===== src/rtl/hs4_rx_endpoint.sv =====
// hs4_rx_endpoint
//
// Receiving side of a four-phase req/ack handshake that crosses into the
// clock domain. The incoming request passes through a synchronizer chain.
// While the request is seen high, the accompanying data word is captured
// into a one-entry valid/ready buffer and a registered acknowledge is
// returned. The acknowledge drops once the synchronized request falls.
// Completed captures are counted modulo 2^CNT_W for debug.
//
// Ports:
//   clock      sole clock, rising edge
//   reset      synchronous, active-high; clears all state
//   req_in     request from the transmitter (asynchronous to clock)
//   data_in    transfer word; the transmitter holds it stable while req_in
//              is high and until it sees ack_out high
//   ack_out    registered acknowledge back to the transmitter
//   out_valid  buffered word available to local logic
//   out_ready  local logic accepts the buffered word
//   out_data   buffered word; holds its last value after it drains
//   xfer_count number of captures since reset (wraps)
//
// State table:
//   state    | meaning
//   ST_IDLE  | ack_out low; waiting for req_s high with buffer space
//   ST_ACK   | word captured, ack_out high; waiting for req_s to fall
module hs4_rx_endpoint #(
  parameter int DATA_W      = 32,
  parameter int SYNC_STAGES = 2,
  parameter int CNT_W       = 8
) (
  input  logic              clock,
  input  logic              reset,
  input  logic              req_in,
  input  logic [DATA_W-1:0] data_in,
  output logic              ack_out,
  output logic              out_valid,
  input  logic              out_ready,
  output logic [DATA_W-1:0] out_data,
  output logic [CNT_W-1:0]  xfer_count
);

  if (SYNC_STAGES < 2 || SYNC_STAGES > 4) begin : g_bad_sync_stages
    $error("hs4_rx_endpoint: SYNC_STAGES must be in 2..4");
  end

  typedef enum logic {
    ST_IDLE = 1'b0,
    ST_ACK  = 1'b1
  } state_t;

  state_t                 state_q, state_d;
  logic [SYNC_STAGES-1:0] sync_q, sync_d;
  logic                   valid_q, valid_d;
  logic [DATA_W-1:0]      data_q, data_d;
  logic [CNT_W-1:0]       count_q, count_d;

  logic req_s;
  logic drain;
  logic can_accept;
  logic capture;

  // Only the first stage of the chain sees req_in; req_s is the last stage.
  assign req_s = sync_q[SYNC_STAGES-1];

  always_comb begin
    sync_d = {sync_q[SYNC_STAGES-2:0], req_in};
  end

  always_comb begin
    state_d    = state_q;
    valid_d    = valid_q;
    data_d     = data_q;
    count_d    = count_q;
    drain      = valid_q & out_ready;
    // A full buffer that drains this cycle may be refilled in the same edge.
    can_accept = ~valid_q | out_ready;
    capture    = 1'b0;

    case (state_q)
      ST_IDLE: begin
        if (req_s && can_accept) begin
          capture = 1'b1;
          state_d = ST_ACK;
        end
      end
      ST_ACK: begin
        // Captures happen only from IDLE, so a re-risen request must wait
        // for the full return-to-zero first.
        if (!req_s) begin
          state_d = ST_IDLE;
        end
      end
      default: begin
        state_d = ST_IDLE;
      end
    endcase

    if (capture) begin
      valid_d = 1'b1;
      data_d  = data_in;
      count_d = count_q + {{(CNT_W-1){1'b0}}, 1'b1};
    end else if (drain) begin
      valid_d = 1'b0;
    end
  end

  always_ff @(posedge clock) begin
    if (reset) begin
      state_q <= ST_IDLE;
      sync_q  <= '0;
      valid_q <= 1'b0;
      data_q  <= '0;
      count_q <= '0;
    end else begin
      state_q <= state_d;
      sync_q  <= sync_d;
      valid_q <= valid_d;
      data_q  <= data_d;
      count_q <= count_d;
    end
  end

  // All outputs come straight from flops.
  assign ack_out    = (state_q == ST_ACK);
  assign out_valid  = valid_q;
  assign out_data   = data_q;
  assign xfer_count = count_q;

endmodule


===== config.mk =====
export PLATFORM = sky130hd
export DESIGN_NAME = hs4_rx_endpoint
export DESIGN_NICKNAME = d
export VERILOG_FILES = /design/src/rtl/hs4_rx_endpoint.sv
export SDC_FILE = /design/constraint.sdc
export NUM_CORES = 1
export LEC_CHECK = 0
export ABC_AREA = 1
export CORE_MARGIN = 4
export CORE_UTILIZATION = 38
export CTS_BUF_LIST = sky130_fd_sc_hd__clkbuf_4
export DETAILED_ROUTE_END_ITERATION = 8
export PLACE_DENSITY = 0.77
export SYNTH_ARGS = -nofsm -noshare
export SYNTH_HDL_FRONTEND = slang
export SYNTH_SLANG_ARGS = --single-unit

===== constraint.sdc =====
create_clock -name clock -period 1.2 [get_ports clock]
set_input_delay 0.18 -clock clock [delete_from_list [all_inputs] [get_ports clock]]
set_output_delay 0.18 -clock clock [all_outputs]
set_load 0.03 [all_outputs]

==> impl_metrics.ini, run 1 <==
[timing]
setup_viol = 0
final_hold_viol_count = 0
slew_viol_final = 0
fin_crit_ns = 1.17
tightestPinTransition_ns = 0.264
rsz0062_at_grt = yes
period_share = 0.978
fmax_ghz = 0.852
skew_ns = 0.0170
max_slew_margin = 0.823

[global_route]
use_met2 = 0.283
grt_pass1_vias = 1579
use_met3 = 0.0595
track_usage = 0.163
antenna_found_initial = 0
grt-ovfl-total = 0
grt_use_met1 = 0.185
grt_max_degree = 31
busiest_layer = met2
grt_pass1_wl_um = 6960

[logic_synthesis]
synth_cell_types = 18
synth_fa_ha_area_frac = 0.00750
syn_area_per_cell_sq_um = 7.59
synth-compound-area-share = 0.120
postSynthCellCount = 220
synth-seq-cells = 44
syn_area_sq_um = 1670
synthXorXnorAreaFrac = 0
synth_top_family_by_area = simple AND/OR/NAND/NOR gates
yosys.area_share.simple = 0.259
yosysWarningCount = 0
ys_seq_area_frac = 0.528
syn-num-nets = 257
synthMuxAreaShare = 0

[drt]
drc = 0
ant_nets = 0
drt_iter0_drc = 53
viasPerCell = 4.72
dr.pass1.iters = 4
routed-via-count = 1691
wl_per_cell_um = 12.6
drt-total-wl_um = 4510

[setup_path]
critPathMaxFanout = 13
path_delay_family = simple AND/OR/NAND/NOR gates
start_kind = register
worst-path-buf-inv = 2
max_stage_delay_ns = 0.36
path_class = register to register
arrival_ns = 1.46
crit_chain = inv_2 -> nand2_4 -> nor2_4 -> buf_6 -> o21ai_1 -> nor2_1
crit_required_ns = 1.48
cp_slowest_cell = dfxtp_2
endpoint_kind = register

[die]
pin_count = 78
chipHeight_um = 74.3
die_area_sq_um = 5520
die_w_um = 74.3
start_util = 0.406
rows = 23
coreArea_sq_um = 4120

[clocking]
clk_pin_slew_worst_paths_ns = 0.14
clockBufferDepth = 2
postCtsHoldBufs = 0
cts_tree = built
clkSinkCount = 44
clkLatencyLatePin_ns = 0.36
clockRootBuffer = clkbuf_4
cts_buffers = 5
h-tree-depth = 2

[power]
power_uw = 3000
vdd_drop_max_v = 0.000834
p_per_area_nw_per_um2 = 1160
leakage_uw = 0.00122

[cells_and_area]
diodes = 0
final_nets = 344
final_layout_size_suffix_gt1_frac = 0.266
final_cells = 358
synthToLayoutAreaGrowth_pct = 54.1

[worst_hold_path]
hold_class = input pin to register

[placement]
port_buffers = 77
hpwl_um = 3180
place_inst = 347
gp_congestion = 0.744

[flow_run]
drv_cap = 0

[status]
status = finished clean
## worst reg2reg max path, delay by kind of cell, from the launching register on
kind,cells,cell delay (ns)
and+or+nand+nor,3,0.41
DFF,1,0.36
buffers and inverters,2,0.27
AOI/OAI and AO/OA,1,0.07
## registers in the layout, summed over array words and instances (netlist names)
register    flops
out_data       32
ack_out         1
xfer_count      8
sync_q          2
out_valid       1
## stage by stage
stage | instance area (sq um) | TNS [ns] | hold WS, ns | worst slack [ns] | util
2_1_floorplan | 1680 | -0.0112 | 0.242 | -0.0112 | -
3_3_place_gp | 2540 | -6.20 | 0.391 | -0.176 | 0.617
3_5_place_dp | 2540 | -6.63 | 0.404 | -0.211 | 0.617
4_1_cts | 2560 | 0 | 0.332 | 0.000613 | 0.623
5_1_grt | 2570 | -1.22 | 0.347 | -0.0918 | 0.625
6_report | 2570 | 0 | 0.348 | 0.0265 | 0.625
## repair_timing
action | CTS | global route
pin swaps | 0 | 10
endpoints found under the setup margin | 26 | 44
buffers inserted | 0 | 2
gates cloned | 0 | 1
gates resized for setup | 106 | 36
## final timing paths
path	startpoint	endpoint	cells after the start	slack, ns
hold reg to reg	sync_q[0]	sync_q[1]	2	0.41
setup reg to reg	ack_out	out_data[23]	6	0.03
hold / removal	req_in	sync_q[0]	3	0.35
setup / recovery	ack_out	out_data[23]	6	0.03
## layout by cell type (no fill, tap or decap), types with 3 or more instances in the layout
cell,count
nor2_1,77
dfxtp_1,37
clkdlybuf4s50_1,35
buf_2,25
buf_4,23
inv_1,17
nand2_1,16
o21ai_0,16
o21ai_1,16
dfxtp_2,5
clkbuf_4,5
buf_12,5
nand3_1,4
nor2_2,3
nand4_1,3
a21oi_1,3
## cells in the mapped netlist
master | instances | area share
a21oi_1 | 3 | 0.0090
buf_2 | 4 | 0.012
buf_6 | 4 | 0.027
clkbuf_1 | 3 | 0.0067
dfxtp_1 | 44 | 0.53
ha_1 | 1 | 0.0075
inv_1 | 18 | 0.040
nand2_1 | 16 | 0.036
nand2_2 | 1 | 0.0038
nand3_1 | 5 | 0.015
nand3_2 | 1 | 0.0060
nand4_1 | 3 | 0.011
nor2_1 | 80 | 0.18
nor2_4 | 1 | 0.0067
o211ai_1 | 1 | 0.0045
o21ai_0 | 19 | 0.057
o21ai_1 | 15 | 0.045
o21bai_1 | 1 | 0.0045
## power by group
group | switching (uW) | total [uW] | internal (uW) | leakage (uW)
Sequential | 38.2 | 1560 | 1530 | 0.000363
Combinational | 275 | 516 | 240 | 0.000814
Clock | 480 | 915 | 435 | 0.0000412
Total | 794 | 3000 | 2200 | 0.00122
## layer usage
metal	part of all wire	up-vias
li1	-	867
met1	0.41	762
met2	0.50	53
met3	0.078	9
met4	0.014	0
met5	0	-
## layout make-up
cell class,count,area [sq um]
fillers,383,1540
flip-flops and latches,44,895
repair buffers,91,796
multi-input cells,147,672
inverters,18,67.6
well taps,50,62.6
clock inverters,3,42.5
clock buffers,5,37.5
## kinds of logic (layout without fill, tap and decap cells)
group / after synthesis / in the layout
DFF: 44 / 44
AOI/OAI and AO/OA: 39 / 39
buffers and inverters: 29 / 117
and+or+nand+nor: 107 / 107
adders and majority gates: 1 / 1
(Power assumes the default switching activity.)
==> run 2, diff against run 1 <==
--- a/config.mk
+++ b/config.mk
@@ -8,9 +8,9 @@
 export ABC_AREA = 1
 export CORE_MARGIN = 4
 export CORE_UTILIZATION = 38
-export CTS_BUF_LIST = sky130_fd_sc_hd__clkbuf_4
+export CTS_BUF_LIST = sky130_fd_sc_hd__clkbuf_8
 export DETAILED_ROUTE_END_ITERATION = 8
-export PLACE_DENSITY = 0.77
+export PLACE_DENSITY = 0.84
 export SYNTH_ARGS = -nofsm -noshare
 export SYNTH_HDL_FRONTEND = slang
 export SYNTH_SLANG_ARGS = --single-unit
==> run 2 against run 1 <==
  * Global-route usage is 0.80 points lower
  * Maximum frequency fell by 0.82%
  * First-iteration DRC count rose by 98%
  * Sequential power about the same
  * Hold slack improved by 0.050 ns
  * Total power rose by 1.3%
  * Critical path depth increased by 1
  * Clock skew down 0.011 ns
  * Final cell count fell by 0.56%
  * Via count is 2.3% lower
  * Non-clock buffer count is 1 lower
  * Critical path type unchanged
  * Largest cell class unchanged
  * Highest routed layer unchanged
==> impl_metrics.ini, run 2 (same netlist as run 1, synthesis figures left out) <==
[drt]
dr.pass1.iters = 4
routed-via-count = 1652
drt-total-wl_um = 4290
drc = 0
drt_iter0_drc = 105
viasPerCell = 4.64
wl_per_cell_um = 12.0
ant_nets = 0

[global_route]
grt_max_degree = 25
antenna_found_initial = 0
track_usage = 0.155
grt-ovfl-total = 0
grt_pass1_vias = 1514
grt_pass1_wl_um = 6580

[setup_path]
path_delay_family = simple AND/OR/NAND/NOR gates
path_class = register to register
max_stage_delay_ns = 0.34
ff2ff_path_depth = 7
worst-path-buf-inv = 2
cp_slowest_cell = dfxtp_2
cp.depth = 7
arrival_ns = 1.37
critPathMaxFanout = 6
start_kind = register
endpoint_kind = register
crit_chain = inv_2 -> nand2_4 -> nor2_4 -> clkbuf_16 -> nand4_1 -> nand2_1 -> nor2_1
crit_required_ns = 1.39

[cells_and_area]
seq_area_sq_um = 892
multi_input_area_sq_um = 677
fin_area_sq_um = 2580
largest_reg_flops = 32
synthToLayoutAreaGrowth_pct = 54.7
nFillCells = 379
diodes = 0
layout_commonest_cell = nor2_1
final_layout_size_suffix_gt1_frac = 0.252
final_nets = 343
layout_common_cells = nor2_1 (75), dfxtp_1 (39), clkdlybuf4s50_1 (35)
fin_util = 0.628

[power]
p_per_area_nw_per_um2 = 1170
leakage_uw = 0.00119
vdd_drop_max_v = 0.000808
power_uw = 3030

[clocking]
cts_buffers = 5
clkLatencyLatePin_ns = 0.29
cts_tree = built
h-tree-depth = 2
clockRootBuffer = clkbuf_8
clk_pin_slew_worst_paths_ns = 0.08
postCtsHoldBufs = 0
clockBufferDepth = 2
clkSinkCount = 44

[timing]
fmax_ghz = 0.845
final_hold_viol_count = 0
skew_ns = 0.00570
fin_crit_ns = 1.18
slew_viol_final = 0
setup_viol = 0
period_share = 0.986
tightestPinTransition_ns = 0.302
rsz0062_at_grt = yes
whs_ns = 0.398
max_slew_margin = 0.799

[flow_run]
drv_cap = 0

[placement]
placed_cell_area_sq_um = 2490
hpwl_um = 3020
port_buffers = 77
gp_congestion = 0.733

[die]
die_area_sq_um = 5520
chipHeight_um = 74.3
coreArea_sq_um = 4120
pin_count = 78
rows = 23
die_w_um = 74.3
start_util = 0.406

[status]
status = finished clean

[worst_hold_path]
hold_class = input pin to register
hold_path_depth = 3
run 2: cell count changes in the layout (fill, tap and decap cells not counted), moves of 3 or more:
cell,previous run,this run
buf_2,25,0
clkbuf_2,0,22
clkbuf_8,0,7
clkbuf_4,5,0
buf_12,5,2
clkdlybuf4s15_1,0,3
run 2: metal layers:
metal	track usage	up-vias	share of wire
met5	0	-	0
met2	0.272	52	0.50
met4	0.0711	0	0.016
met1	0.173	729	0.42
li1	-	865	-
met3	0.0459	6	0.067
run 2: stage by stage:
step | TNS (ns) | worst slack (ns) | cells
2_1_floorplan | -0.0112 | -0.0112 | 220
3_3_place_gp | -7.23 | -0.213 | 345
3_5_place_dp | -7.07 | -0.223 | 345
4_1_cts | 0 | 0.000590 | 352
5_1_grt | -0.614 | -0.0601 | 356
6_report | 0 | 0.0169 | 356
run 2: what timing repair did:
item                                    4_1_cts  5_1_grt
resized for setup                            52       40
cloned                                        0        2
endpoints found under the setup margin       26       35
pin swaps                                     0        4
setup buffers                                 0        2
run 2: path summary, 6_finish.rpt:
path	startpoint	end	slack (ns)
max	ack_out	xfer_count[5]	0.02
max reg2reg	ack_out	xfer_count[5]	0.02
min reg2reg	sync_q[0]	sync_q[1]	0.41
min	req_in	sync_q[0]	0.40
run 2: layout make-up:
cell class	count	share of cell area
Tap cell	50	0.0242
Sequential cell	44	0.345
Inverter	18	0.0262
Timing Repair Buffer	90	0.305
Clock buffer	7	0.0373
Multi-Input combinational cell	147	0.262
run 2: where the power goes:
group / internal [uW] / switching (uW)
Sequential: 1530 / 37.4
Clock: 512 / 454
Combinational: 233 / 273
run 2: worst min-delay path: cells and delay by family:
family / cells / cell delay (ns)
simple gates: 1 / 0.03
buf+inv: 2 / 0.44
